[config.mk]
export PLATFORM = sky130hd
export DESIGN_NAME = usb_tx_sched_flat
export DESIGN_NICKNAME = d
export VERILOG_FILES = /design/src/rtl/usb_pkg.sv /design/src/rtl/usb_tx_sched_if.sv /design/src/rtl/usb_prio_arb.sv /design/src/rtl/usb_tx_sched.sv /design/src/flat_wrapper.sv
export SDC_FILE = /design/constraint.sdc
export NUM_CORES = 1
export LEC_CHECK = 0
export ABC_AREA = 0
export CORE_MARGIN = 10
export CORE_UTILIZATION = 52
export CTS_BUF_LIST = sky130_fd_sc_hd__clkbuf_4 sky130_fd_sc_hd__clkbuf_8 sky130_fd_sc_hd__clkbuf_16
export DETAILED_ROUTE_END_ITERATION = 10
export PLACE_DENSITY = 0.83
export SLEW_MARGIN = 0
export SYNTH_ARGS = -nofsm -noshare
export SYNTH_HDL_FRONTEND = slang
export SYNTH_SLANG_ARGS = --single-unit
[constraint.sdc]
create_clock -name clk -period 4.7 [get_ports clk]
set_clock_uncertainty 0.15 [all_clocks]
set_input_delay 0.94 -clock clk [delete_from_list [all_inputs] [get_ports clk]]
set_output_delay 0.94 -clock clk [all_outputs]
set_load 0.02 [all_outputs]
[src/rtl/usb_pkg.sv]
// Shared definitions for the USB transmit scheduler: packet-type codes,
// FSM states, source indices and the SYNC pattern.
package usb_pkg;

    localparam int NUM_SRC = 3;

    localparam int SRC_TOK  = 0;
    localparam int SRC_DATA = 1;
    localparam int SRC_HS   = 2;

    localparam logic [1:0] TYPE_NON  = 2'b00;
    localparam logic [1:0] TYPE_TOK  = 2'b01;
    localparam logic [1:0] TYPE_DATA = 2'b10;
    localparam logic [1:0] TYPE_HS   = 2'b11;

    localparam int SYNC_LEN_DEF = 8;

    typedef enum logic [2:0] {
        ST_IDLE,
        ST_SYNC,
        ST_XFER,
        ST_EOP,
        ST_J,
        ST_GAP
    } state_t;

    // SYNC is len-1 zeros followed by a single one, sent LSB-first
    function automatic logic [15:0] sync_pattern(input int len);
        return 16'(1) << (len - 1);
    endfunction

endpackage

[src/rtl/usb_tx_sched_if.sv]
// Packet-builder side and NRZI side of the transmit scheduler.
interface usb_tx_sched_if;

    logic [usb_pkg::NUM_SRC-1:0] req;
    logic [usb_pkg::NUM_SRC-1:0] bit_in;
    logic [usb_pkg::NUM_SRC-1:0] bit_valid;
    logic [usb_pkg::NUM_SRC-1:0] bit_last;
    logic [usb_pkg::NUM_SRC-1:0] bit_take;
    logic [usb_pkg::NUM_SRC-1:0] gnt;
    logic                        bstr_out;
    logic [1:0]                  bstr_out_ready;
    logic                        se0;
    logic                        busy;
    logic                        abort;

    modport master (
        output req, bit_in, bit_valid, bit_last,
        input  bit_take, gnt, bstr_out, bstr_out_ready, se0, busy, abort
    );

    modport slave (
        input  req, bit_in, bit_valid, bit_last,
        output bit_take, gnt, bstr_out, bstr_out_ready, se0, busy, abort
    );

endinterface

[src/rtl/usb_prio_arb.sv]
// Fixed-priority one-hot picker: handshake > token > data.
module usb_prio_arb import usb_pkg::*; (
    input  logic [NUM_SRC-1:0] req,
    output logic [NUM_SRC-1:0] pick
);

    always_comb begin
        pick = '0;
        if (req[SRC_HS])
            pick[SRC_HS] = 1'b1;
        else if (req[SRC_TOK])
            pick[SRC_TOK] = 1'b1;
        else if (req[SRC_DATA])
            pick[SRC_DATA] = 1'b1;
    end

endmodule

[src/rtl/usb_tx_sched.sv]
// Shares the serial encode path between token, data and handshake sources:
// SYNC, payload, EOP, J, then an inter-packet gap before the next grant.
module usb_tx_sched import usb_pkg::*; #(
    parameter int IPG_CYCLES = 2,
    parameter int SYNC_LEN   = SYNC_LEN_DEF
) (
    input  logic          clk,
    input  logic          rst_b,
    usb_tx_sched_if.slave bus
);

    localparam logic [15:0] SYNC_PAT  = sync_pattern(SYNC_LEN);
    localparam logic [3:0]  SYNC_LAST = 4'(SYNC_LEN - 1);
    localparam logic [3:0]  GAP_LAST  = 4'(IPG_CYCLES - 1);

    state_t             state, state_nxt;
    logic [NUM_SRC-1:0] gnt, gnt_nxt;
    logic [NUM_SRC-1:0] pick;
    logic [NUM_SRC-1:0] take;
    logic [3:0]         sync_cnt, sync_cnt_nxt;
    logic [3:0]         gap_cnt, gap_cnt_nxt;
    logic               eop_cnt, eop_cnt_nxt;
    logic               bstr, bstr_nxt;
    logic [1:0]         rdy, rdy_nxt;
    logic               se0, se0_nxt;
    logic               abort, abort_nxt;
    logic [1:0]         gtype;
    logic               g_valid, g_last, g_bit;

    usb_prio_arb u_arb (
        .req  (bus.req),
        .pick (pick)
    );

    // Lane of the granted source; the one-hot grant doubles as the select
    assign g_valid = |(gnt & bus.bit_valid);
    assign g_last  = |(gnt & bus.bit_last);
    assign g_bit   = |(gnt & bus.bit_in);

    always_comb begin
        gtype = TYPE_NON;
        if (gnt[SRC_TOK])  gtype = TYPE_TOK;
        if (gnt[SRC_DATA]) gtype = TYPE_DATA;
        if (gnt[SRC_HS])   gtype = TYPE_HS;
    end

    always_comb begin
        state_nxt    = state;
        gnt_nxt      = gnt;
        sync_cnt_nxt = sync_cnt;
        gap_cnt_nxt  = gap_cnt;
        eop_cnt_nxt  = eop_cnt;
        bstr_nxt     = bstr;
        rdy_nxt      = rdy;
        se0_nxt      = se0;
        abort_nxt    = 1'b0;
        take         = '0;

        unique case (state)
            ST_IDLE: begin
                if (|bus.req) begin
                    gnt_nxt      = pick;
                    sync_cnt_nxt = '0;
                    state_nxt    = ST_SYNC;
                end
            end

            ST_SYNC: begin
                bstr_nxt = SYNC_PAT[sync_cnt];
                rdy_nxt  = gtype;
                if (sync_cnt == SYNC_LAST)
                    state_nxt = ST_XFER;
                else
                    sync_cnt_nxt = sync_cnt + 4'd1;
            end

            ST_XFER: begin
                take = gnt & bus.bit_valid;
                if (g_valid) begin
                    bstr_nxt = g_bit;
                    rdy_nxt  = gtype;
                    if (g_last) begin
                        eop_cnt_nxt = 1'b0;
                        state_nxt   = ST_EOP;
                    end
                end else begin
                    // Underrun: type code drops and the packet is closed with EOP
                    rdy_nxt     = TYPE_NON;
                    abort_nxt   = 1'b1;
                    eop_cnt_nxt = 1'b0;
                    state_nxt   = ST_EOP;
                end
            end

            ST_EOP: begin
                se0_nxt  = 1'b1;
                bstr_nxt = 1'b0;
                rdy_nxt  = TYPE_NON;
                if (eop_cnt) begin
                    eop_cnt_nxt = 1'b0;
                    state_nxt   = ST_J;
                end else begin
                    eop_cnt_nxt = 1'b1;
                end
            end

            ST_J: begin
                se0_nxt     = 1'b0;
                bstr_nxt    = 1'b1;
                rdy_nxt     = TYPE_NON;
                gnt_nxt     = '0;
                gap_cnt_nxt = '0;
                state_nxt   = (IPG_CYCLES == 0) ? ST_IDLE : ST_GAP;
            end

            ST_GAP: begin
                if (gap_cnt == GAP_LAST)
                    state_nxt = ST_IDLE;
                else
                    gap_cnt_nxt = gap_cnt + 4'd1;
            end

            default: state_nxt = ST_IDLE;
        endcase
    end

    always_ff @(posedge clk or negedge rst_b) begin
        if (!rst_b) begin
            state    <= ST_IDLE;
            gnt      <= '0;
            sync_cnt <= '0;
            gap_cnt  <= '0;
            eop_cnt  <= 1'b0;
            bstr     <= 1'b1;
            rdy      <= TYPE_NON;
            se0      <= 1'b0;
            abort    <= 1'b0;
        end else begin
            state    <= state_nxt;
            gnt      <= gnt_nxt;
            sync_cnt <= sync_cnt_nxt;
            gap_cnt  <= gap_cnt_nxt;
            eop_cnt  <= eop_cnt_nxt;
            bstr     <= bstr_nxt;
            rdy      <= rdy_nxt;
            se0      <= se0_nxt;
            abort    <= abort_nxt;
        end
    end

    assign bus.bit_take       = take;
    assign bus.gnt            = gnt;
    assign bus.bstr_out       = bstr;
    assign bus.bstr_out_ready = rdy;
    assign bus.se0            = se0;
    assign bus.abort          = abort;
    assign bus.busy           = (state != ST_IDLE);

endmodule

[src/flat_wrapper.sv]
// flat-port wrapper written by rule: the top's interface ports become plain ports
module usb_tx_sched_flat import usb_pkg::*;
#(
    parameter int IPG_CYCLES = 2,
    parameter int SYNC_LEN   = SYNC_LEN_DEF
)
  (clk, rst_b, bus_req, bus_bit_in, bus_bit_valid, bus_bit_last, bus_bit_take, bus_gnt, bus_bstr_out, bus_bstr_out_ready, bus_se0, bus_busy, bus_abort);
  usb_tx_sched_if bus_i ();
  input  logic clk;
  input  logic rst_b;
  input wire logic [$bits(bus_i.req)-1:0] bus_req;
  input wire logic [$bits(bus_i.bit_in)-1:0] bus_bit_in;
  input wire logic [$bits(bus_i.bit_valid)-1:0] bus_bit_valid;
  input wire logic [$bits(bus_i.bit_last)-1:0] bus_bit_last;
  output wire logic [$bits(bus_i.bit_take)-1:0] bus_bit_take;
  output wire logic [$bits(bus_i.gnt)-1:0] bus_gnt;
  output wire logic [$bits(bus_i.bstr_out)-1:0] bus_bstr_out;
  output wire logic [$bits(bus_i.bstr_out_ready)-1:0] bus_bstr_out_ready;
  output wire logic [$bits(bus_i.se0)-1:0] bus_se0;
  output wire logic [$bits(bus_i.busy)-1:0] bus_busy;
  output wire logic [$bits(bus_i.abort)-1:0] bus_abort;
  assign bus_i.req = bus_req;
  assign bus_i.bit_in = bus_bit_in;
  assign bus_i.bit_valid = bus_bit_valid;
  assign bus_i.bit_last = bus_bit_last;
  assign bus_bit_take = bus_i.bit_take;
  assign bus_gnt = bus_i.gnt;
  assign bus_bstr_out = bus_i.bstr_out;
  assign bus_bstr_out_ready = bus_i.bstr_out_ready;
  assign bus_se0 = bus_i.se0;
  assign bus_busy = bus_i.busy;
  assign bus_abort = bus_i.abort;
  usb_tx_sched #(.IPG_CYCLES(IPG_CYCLES), .SYNC_LEN(SYNC_LEN)) u_core (.clk(clk), .rst_b(rst_b), .bus(bus_i));
endmodule
# After elaboration in Yosys (flattened, before gate mapping)
# Memory sizes are Yosys's and may differ from the RTL's.
# Index checks and enable logic that the tools add are counted.
[word_totals]
ff_bits = 20
mem_bits_ro = 16
input_bits = 14
out_inout_bits = 12
elab_cells = 86
memories = 1
[op_classes]
n_addsub = 2
n_lt_le_gt_ge = 1
eq_ne = 15
mux = 35
n_bitwise = 3
n_reduce_logical = 20
[memory_table]
columns = ["memory", "depth", "word_bits", "rd", "rd_clocked_by_memory_dff", "wr", "line", "text"]
rows = [
  ["(name not given)", 16, 1, 1, 0, 0, "usb_tx_sched.sv:69", "bstr_nxt = SYNC_PAT[sync_cnt];"],
]
[op_table]
columns = ["op", "count"]
rows = [
  ["3-bit two-way mux", 8],
  ["3-bit one-hot mux with 6 select lines", 1],
  ["4-bit one-hot mux with 2 select lines", 2],
  ["1-bit two-way mux", 12],
  ["4-bit two-way mux", 3],
  ["3-bit OR reduction", 4],
  ["2-bit by 1-bit != test with 1-bit output (second input constant)", 5],
  ["2-bit nonzero test", 5],
  ["3-bit bitwise AND", 3],
  ["4-bit by 1-bit adder with 4-bit output (second input constant)", 2],
  ["2-bit two-way mux", 4],
  ["2-bit AND reduction", 4],
  ["3-bit by 2-bit equality test with 1-bit output (second input constant)", 2],
  ["3-bit equality test (second input constant)", 2],
  ["2-bit one-hot mux with 3 select lines", 1],
  ["3-bit one-hot mux with 2 select lines", 1],
  ["3-bit nonzero test", 2],
  ["4-bit by 5-bit < comparator with 1-bit output (second input constant)", 1],
  ["5-bit AND reduction", 1],
  ["4-bit by 1-bit equality test with 1-bit output (second input constant)", 1],
  ["4-bit by 3-bit equality test with 1-bit output (second input constant)", 1],
  ["2-bit != test (second input constant)", 2],
  ["1-bit one-hot mux with 2 select lines", 2],
  ["1-bit one-hot mux with 4 select lines", 1],
  ["other kinds (6)", 6],
]

# Longest topological paths before layout
# Gate-level depths: netlist (run 1).
[depth]
ltp_word = 5
mapped_depth = 6
mapped_depth_nobuf = 5

# Hierarchy
# From an unflattened synthesis (run 1), not the netlist that was laid out.
[unflattened]
cells_unflattened = 123
hier_area_um2 = 1126.1
[by_module_without_submodules]
columns = ["mod", "n_inst", "cells_per_inst", "area_each_um2"]
rows = [
  ["usb_tx_sched", 1, 120, 1099.8],
  ["usb_prio_arb", 1, 3, 26.3],
]

# Worst setup path before layout (run 1)
# OpenSTA, ideal clock, no wires.
[synth_path]
path_type = "input -> output"
startpoint = "input port bus_bit_valid[1]"
endpoint = "output port bus_bit_take[1]"
arrival_time_ns = 1.293
required_ns = 3.610
slack_ns = 2.317
stages = 2
path_buffers = 0
path_cell_list = "nand2_1 -> nor2_1"
[synth_via]
elab_chain_len = 2
[synth_lines]
columns = ["item", "line", "text"]
rows = [
  ["start: declaration", "flat_wrapper.sv:13", "input wire logic [$bits(bus_i.bit_valid)-1:0] bus_bit_valid;"],
  ["3-bit bitwise AND", "usb_tx_sched.sv:78", "take = gnt & bus.bit_valid;"],
  ["3-bit two-way mux", "usb_tx_sched.sv:59", "unique case (state)"],
  ["end: declaration", "flat_wrapper.sv:15", "output wire logic [$bits(bus_i.bit_take)-1:0] bus_bit_take;"],
]
# No other way between the ends.

# Worst setup path after layout (run 1)
# Same ends and word-level chain as after synthesis.

==> summary.txt, run 1 <==
Floorplanning
  – Die height: 66.5 um
  – Core ar.: approximately 2000 um^2
  – Die area: 4420 um^2
  – Num ports: 26
  – Row count: 16
  – Die X-Extent: 66.5 um
  – Initial Util: 56.2%

Logic synthesis
  – Synth warn: 0
  – Yosys reg bits: 20
  – Dominant synthesized flop cell: dfrtp_1
  – EDFF count, synth: 0
  – Syn_nets: around 140
  – Cells after Synth: 126
  – Post-Syn Area per Cell: 8.93 um^2
  – Ys async rst share: 100%
  – Cell Area, Synth: about 1100 um^2
  – Seq/Total Area, Yosys: 44.6%
  – Netlist cell types: 32

Detailed routing
  – DRC viols: 0
  – Drt wl/cell: 15.6 um
  – DRT iter0 DRCs: 42
  – Vias per std cell: 5.90
  – 1st-pass router iterations: 4
  – Via count: 1032
  – WL final: 2720 um
  – Post-DRT Antenna Nets: 0

Finish
  – Most frequent cells in the layout: 25 x clkdlybuf4s50_1, 19 x dfrtp_1, 15 x nor2_1, 12 x nand2_1
  – Most common cell after layout, fill and taps aside: clkdlybuf4s50_1
  – Layout cell share with drive strength beyond 1: 4.05%
  – N_diodes: 0
  – Syn-to-layout area delta: 25.3%
  – Final nets: about 170
  – Post-route cell area: 1410 um^2

Clock network
  – CTS tree: yes
  – Post-CTS Repair Setup Buffers: 0
  – Root Buffer Master: clkbuf_4
  – Hold-fix buffers, CTS: 0
  – Clk sinks: 20
  – H-Tree Depth: 1
  – Clock Pin Slew Worst Setup and Hold Paths: around 100 ps
  – Clock buffer depth: 2
  – Clk Latency, worst-skew pair: 310 ps
  – Number of buffers created by CTS: 3
  – Post-CTS resize count: 0

Power
  – Peak supply drop: roughly 0.00038 V
  – Power Density: 609 nW/um^2
  – Leakage: 0.598 nW

Timing
  – Slew Limit Fails: 0
  – Post-route setup TNS: 0 ps
  – Worst-Margin Slew: roughly 860 ps
  – Fmax: 299 MHz
  – Hold WS: about 350 ps
  – Min Tclk post-route: about 3300 ps
  – Tcrit/Tclk final: a little under three quarters
  – Final hold vios: 0
  – Worst slew margin: 42.3%
  – # setup viols final: 0
  – RSZ-0062 raised after global routing: no
  – Final WS setup: 1360 ps

Place
  – Placed cell area: approximately 1400 um^2
  – Port Buffers: 25
  – GP Congestion: 0.815
  – Post-Place Setup Slack: 1360 ps
  – Post-DP HPWL: 2090 um

Worst setup path
  – Reg2Reg Setup Slack: 2530 ps
  – Worst Path Max Fanout: 2
  – R2R depth: 4
  – R2r startpoint: u_core.state[0]
  – Crit start category: input port
  – Setup Crit Path Kind: input port to primary output
  – Arrival time at the worst endpoint: 2250 ps
  – Reg2reg end: u_core.sync_cnt[0]
  – Critical path required time: 3610 ps
  – Crit end category: primary output

Outcome
  – Status: finished clean

Min path
  – Hold Crit Class: flip-flop to flip-flop
  – Hold Crit Depth: 2
  – WHS Endpoint: u_core.bus.bstr_out_ready[0]
  – Min-delay src: u_core.bus.bstr_out_ready[0]

Run
  – Max-cap violations: 0

Global route
  – Largest net degree at the start of global routing: 21
  – First-pass GRT wire length: 4550 um
  – Total GRT Usage: about an eighth
  – Initial antenna violation count: 0
  – Gr ovfl total: 0
  – Vias in the first global route: a little under 1000
[stage by stage]
step                std cells  total power, mW  util [%]
finish                    175            0.857      70.4
global route              175            0.927      70.4
CTS                       175            0.861      70.4
detailed placement        171            0.758      68.6
global placement          171            0.736      68.6
floorplan                 126            0.613         -
[state kept, by name, summed over array words and instances, names as in the netlist]
name / cells
u_core.bus.se0: 1
u_core.sync_cnt: 4
u_core.eop_cnt: 1
u_core.gap_cnt: 4
u_core.bus.bstr_out: 1
u_core.bus.gnt: 3
u_core.bus.bstr_out_ready: 2
u_core.state: 3
u_core.bus.abort: 1
[area by class of cell]
type / count / area (um^2)
fill: 167 / 593
multi-input combinational: 94 / 568
sequential: 20 / 502
timing repair buffer: 25 / 250
clock buffer: 4 / 36.3
tap: 27 / 33.8
inverter: 5 / 18.8
[per-layer routing]
layer  global-route usage (%)  vias up  part of all wire (%)
li1                         -      499                     -
met1                     14.6      487                    40
met2                     22.5       40                    52
met3                     3.18        6                   6.2
met4                     6.28        0                   2.1
met5                        0        -                     0
[kinds of logic (layout without fill, tap and decap cells)]
| kind of cell | Yosys count | in the layout | share of synthesized area (%) |
|---|---|---|---|
| simple gates | 49 | 49 | 21.4 |
| compound gates | 36 | 36 | 20.4 |
| flops | 20 | 20 | 44.6 |
| buf+inv | 12 | 34 | 4.89 |
| fa+ha+maj | 4 | 4 | 4.45 |
| mux | 3 | 3 | 2.78 |
| xor+xnor | 2 | 2 | 1.56 |
[where the power goes]
group / total [mW] / internal (mW) / switching (mW) / leakage (nW)
Sequential: 0.348 / 0.240 / 0.108 / 0.252
Combinational: 0.409 / 0.194 / 0.215 / 0.325
Clock: 0.101 / 0.0473 / 0.0534 / 0.0210
[Yosys cell counts (2+ instances only)]
cell type  count  area share, %
a21oi_1       11            4.9
a222oi_1       3            2.7
a22o_1         3            2.3
buf_2          2           0.89
clkbuf_1       4            1.3
dfrtp_1       19             42
ha_1           4            4.4
inv_1          5            1.7
mux2i_1        2            1.8
nand2_1       12            4.0
nand2b_1       5            2.8
nand3_1        4            1.8
nand3b_1       2            1.3
nor2_1        15            5.0
nor3_1         3            1.3
nor4_1         2            1.1
o21ai_0       11            4.9
o31ai_1        2            1.3
or3_1          2            1.1
or3b_1         2            1.6
xnor2_1        2            1.6
[worst max-delay path, cell delays in order]
cell and delay (ps):
clkdlybuf4s50_1 480, nand2_1 80, nor2_1 120, clkdlybuf4s50_1 630
[worst max-delay path by stage]
stage | start | to | slack [ps]
floorplan | bus_bit_valid[1] | bus_bit_take[1] | 2320
global placement | bus_bit_valid[2] | bus_bit_take[2] | 1420
detailed placement | bus_bit_valid[1] | bus_bit_take[1] | 1360
CTS | bus_bit_valid[1] | bus_bit_take[1] | 1360
global route | u_core.state[0] | bus_bit_take[1] | 1290
finish | bus_bit_valid[1] | bus_bit_take[1] | 1360
Power figures use the tool's default switching activity.
==> inputs of run 2 (changes only) <==
Settings changed: CORE_UTILIZATION 52 to 49, PLACE_DENSITY 0.83 to 0.78.
Clock period 4.7 ns to 3.4 ns, I/O delays scaled along.
==> run 2 against run 1 <==
Non-clock buffer count increased by 2. Final cell count is 1.7% higher. Wire length increased by 0.99%. Global-route usage decreased by 0.18 points. Clock power grew 93%. Critical path depth decreased by 1. Setup slack lost 990 ps. First-iteration DRC count is 52% higher. Critical path type is now flip-flop to primary output. Register-to-register slack worse by 1200 ps. Utilization down 4.6 points.
==> summary.txt, run 2 (same netlist as run 1, synthesis figures left out) <==
Power
  – P_sw: 0.518 mW
  – Int Power: 0.731 mW
  – Switching Share: 41.5%
  – Clock power share: 15.6%
  – Leakage: 0.615 nW
  – Tot Pwr: 1.25 mW
  – Peak supply drop: 0.000610 V
  – Comb power frac: approximately 49%
  – Power Density: 866 nW/um^2
  – Sequential group share of total power: 35.4%

Floorplanning
  – Core ar.: between 2000 and 2500 um^2
  – Die area: between 4000 and 5000 um^2
  – Num ports: 26
  – Die X-Extent: a little under 70 um
  – Initial Util: 51.3%
  – Row count: 17
  – Die height: 67.9 um

Place
  – Cells after DPL: between 150 and 200
  – GP Congestion: just under 0.8
  – Port Buffers: 25
  – Post-DP HPWL: 2130 um

Detailed routing
  – WL met3: 159 um
  – 1st-pass router iterations: 5
  – WL final: 2750 um
  – DR top layer: met4
  – WL met1: 1120 um
  – DRC viols: 0
  – Post-DRT Antenna Nets: 0
  – Vias per std cell: 5.63
  – Met2 routed WL: 1450 um
  – Drt wl/cell: 15.4 um
  – Via count: 1002
  – DRT iter0 DRCs: 64

Timing
  – Worst-Margin Slew: 896 ps
  – Post-route setup TNS: 0 ps
  – # setup viols final: 0
  – Tcrit/Tclk final: 89.2%
  – Min Tclk post-route: between 3000 and 4000 ps
  – Hold WS: between 300 and 400 ps
  – Final hold vios: 0
  – Worst slew margin: 40.1%
  – Slew Limit Fails: 0
  – RSZ-0062 raised after global routing: no
  – Fmax: 330 MHz

Finish
  – Final nets: 169
  – Most frequent cells in the layout: 25 x clkdlybuf4s50_1, 19 x dfrtp_1, 15 x nor2_1, 12 x nand2_1
  – Final Instance Count excl. Fillers: 178
  – Largest regs: u_core.gap_cnt x4, u_core.sync_cnt x4
  – Syn-to-layout area delta: 28.1%
  – Layout cell share with drive strength beyond 1: 5.33%
  – Most common cell after layout, fill and taps aside: clkdlybuf4s50_1
  – N_diodes: 0

Worst setup path
  – Critical path required time: around 2600 ps
  – Crit end category: primary output
  – Crit start category: flip-flop
  – Arrival time at the worst endpoint: 2200 ps
  – Setup Crit Path Kind: flip-flop to primary output
  – Worst Path Max Fanout: 15

Global route
  – Vias in the first global route: 967
  – Total GRT Usage: 12.9%
  – Initial antenna violation count: 0
  – First-pass GRT wire length: between 4000 and 5000 um
  – Gr ovfl total: 0
  – Largest net degree at the start of global routing: 21

Clock network
  – Clk Latency, worst-skew pair: 300 ps
  – Clock Pin Slew Worst Setup and Hold Paths: around 120 ps
  – H-Tree Depth: 1
  – Hold-fix buffers, CTS: 0
  – Clk sinks: 20
  – CTS tree: yes
  – Post-CTS Repair Setup Buffers: 0
  – Root Buffer Master: clkbuf_4
  – Number of buffers created by CTS: 3
  – Clock buffer depth: 2
  – Post-CTS resize count: 0

Run
  – Max-cap violations: 0

Outcome
  – Status: finished clean

Min path
  – Hold Crit Class: flip-flop to flip-flop
==> run 2: final cells by class <==
type                            instances  area [um^2]
Inverter                                5         18.8
Multi-Input combinational cell         94          568
Clock buffer                            3         22.5
Fill cell                             182          749
Tap cell                               28         35.0
Clock inverter                          1         30.0
Timing Repair Buffer                   27          265
Sequential cell                        20          502
==> run 2: metal layers <==
| layer | GRT usage [%] | up-vias |
|---|---|---|
| li1 | - | 501 |
| met1 | 15.1 | 474 |
| met2 | 23.5 | 23 |
| met3 | 2.94 | 4 |
| met4 | 2.26 | 0 |
| met5 | 0 | - |
==> run 2: power groups by stage <==
| stage | Combinational (mW) | Sequential, mW | Clock, mW |
|---|---|---|---|
| global route | 0.686 | 0.459 | 0.210 |
| finish | 0.612 | 0.442 | 0.195 |
| detailed placement | 0.617 | 0.444 | 0 |
| CTS | 0.621 | 0.440 | 0.199 |
| floorplan | 0.397 | 0.450 | 0 |
| global placement | 0.598 | 0.440 | 0 |
==> run 2: worst max-delay path: stages, from the launching register on <==
cell	delay, ps
dfrtp_1	610
or3b_1	490
nor2_1	160
clkdlybuf4s50_1	640
==> run 2: per-stage QoR <==
step | instance area, um^2 | util [%] | setup slack (ps)
detailed placement | 1390 | 63.4 | 553
floorplan | 1120 | - | 1290
CTS | 1440 | 65.8 | 381
global route | 1440 | 65.8 | 241
global placement | 1390 | 63.4 | 649
finish | 1440 | 65.8 | 369
==> run 2: worst paths after layout <==
path,cells past startpoint,from,end,slack [ps]
worst max-delay path,3,u_core.state[1],bus_bit_take[1],370
worst min-delay path,2,u_core.bus.bstr_out_ready[0],u_core.bus.bstr_out_ready[0],340
worst max register to register,5,u_core.sync_cnt[0],u_core.sync_cnt[0],1380
worst min register to register,2,u_core.bus.bstr_out_ready[0],u_core.bus.bstr_out_ready[0],340
max in group asynchronous,1,rst_b,u_core.bus.gnt[1],1830
min in group asynchronous,1,rst_b,u_core.bus.bstr_out_ready[0],720
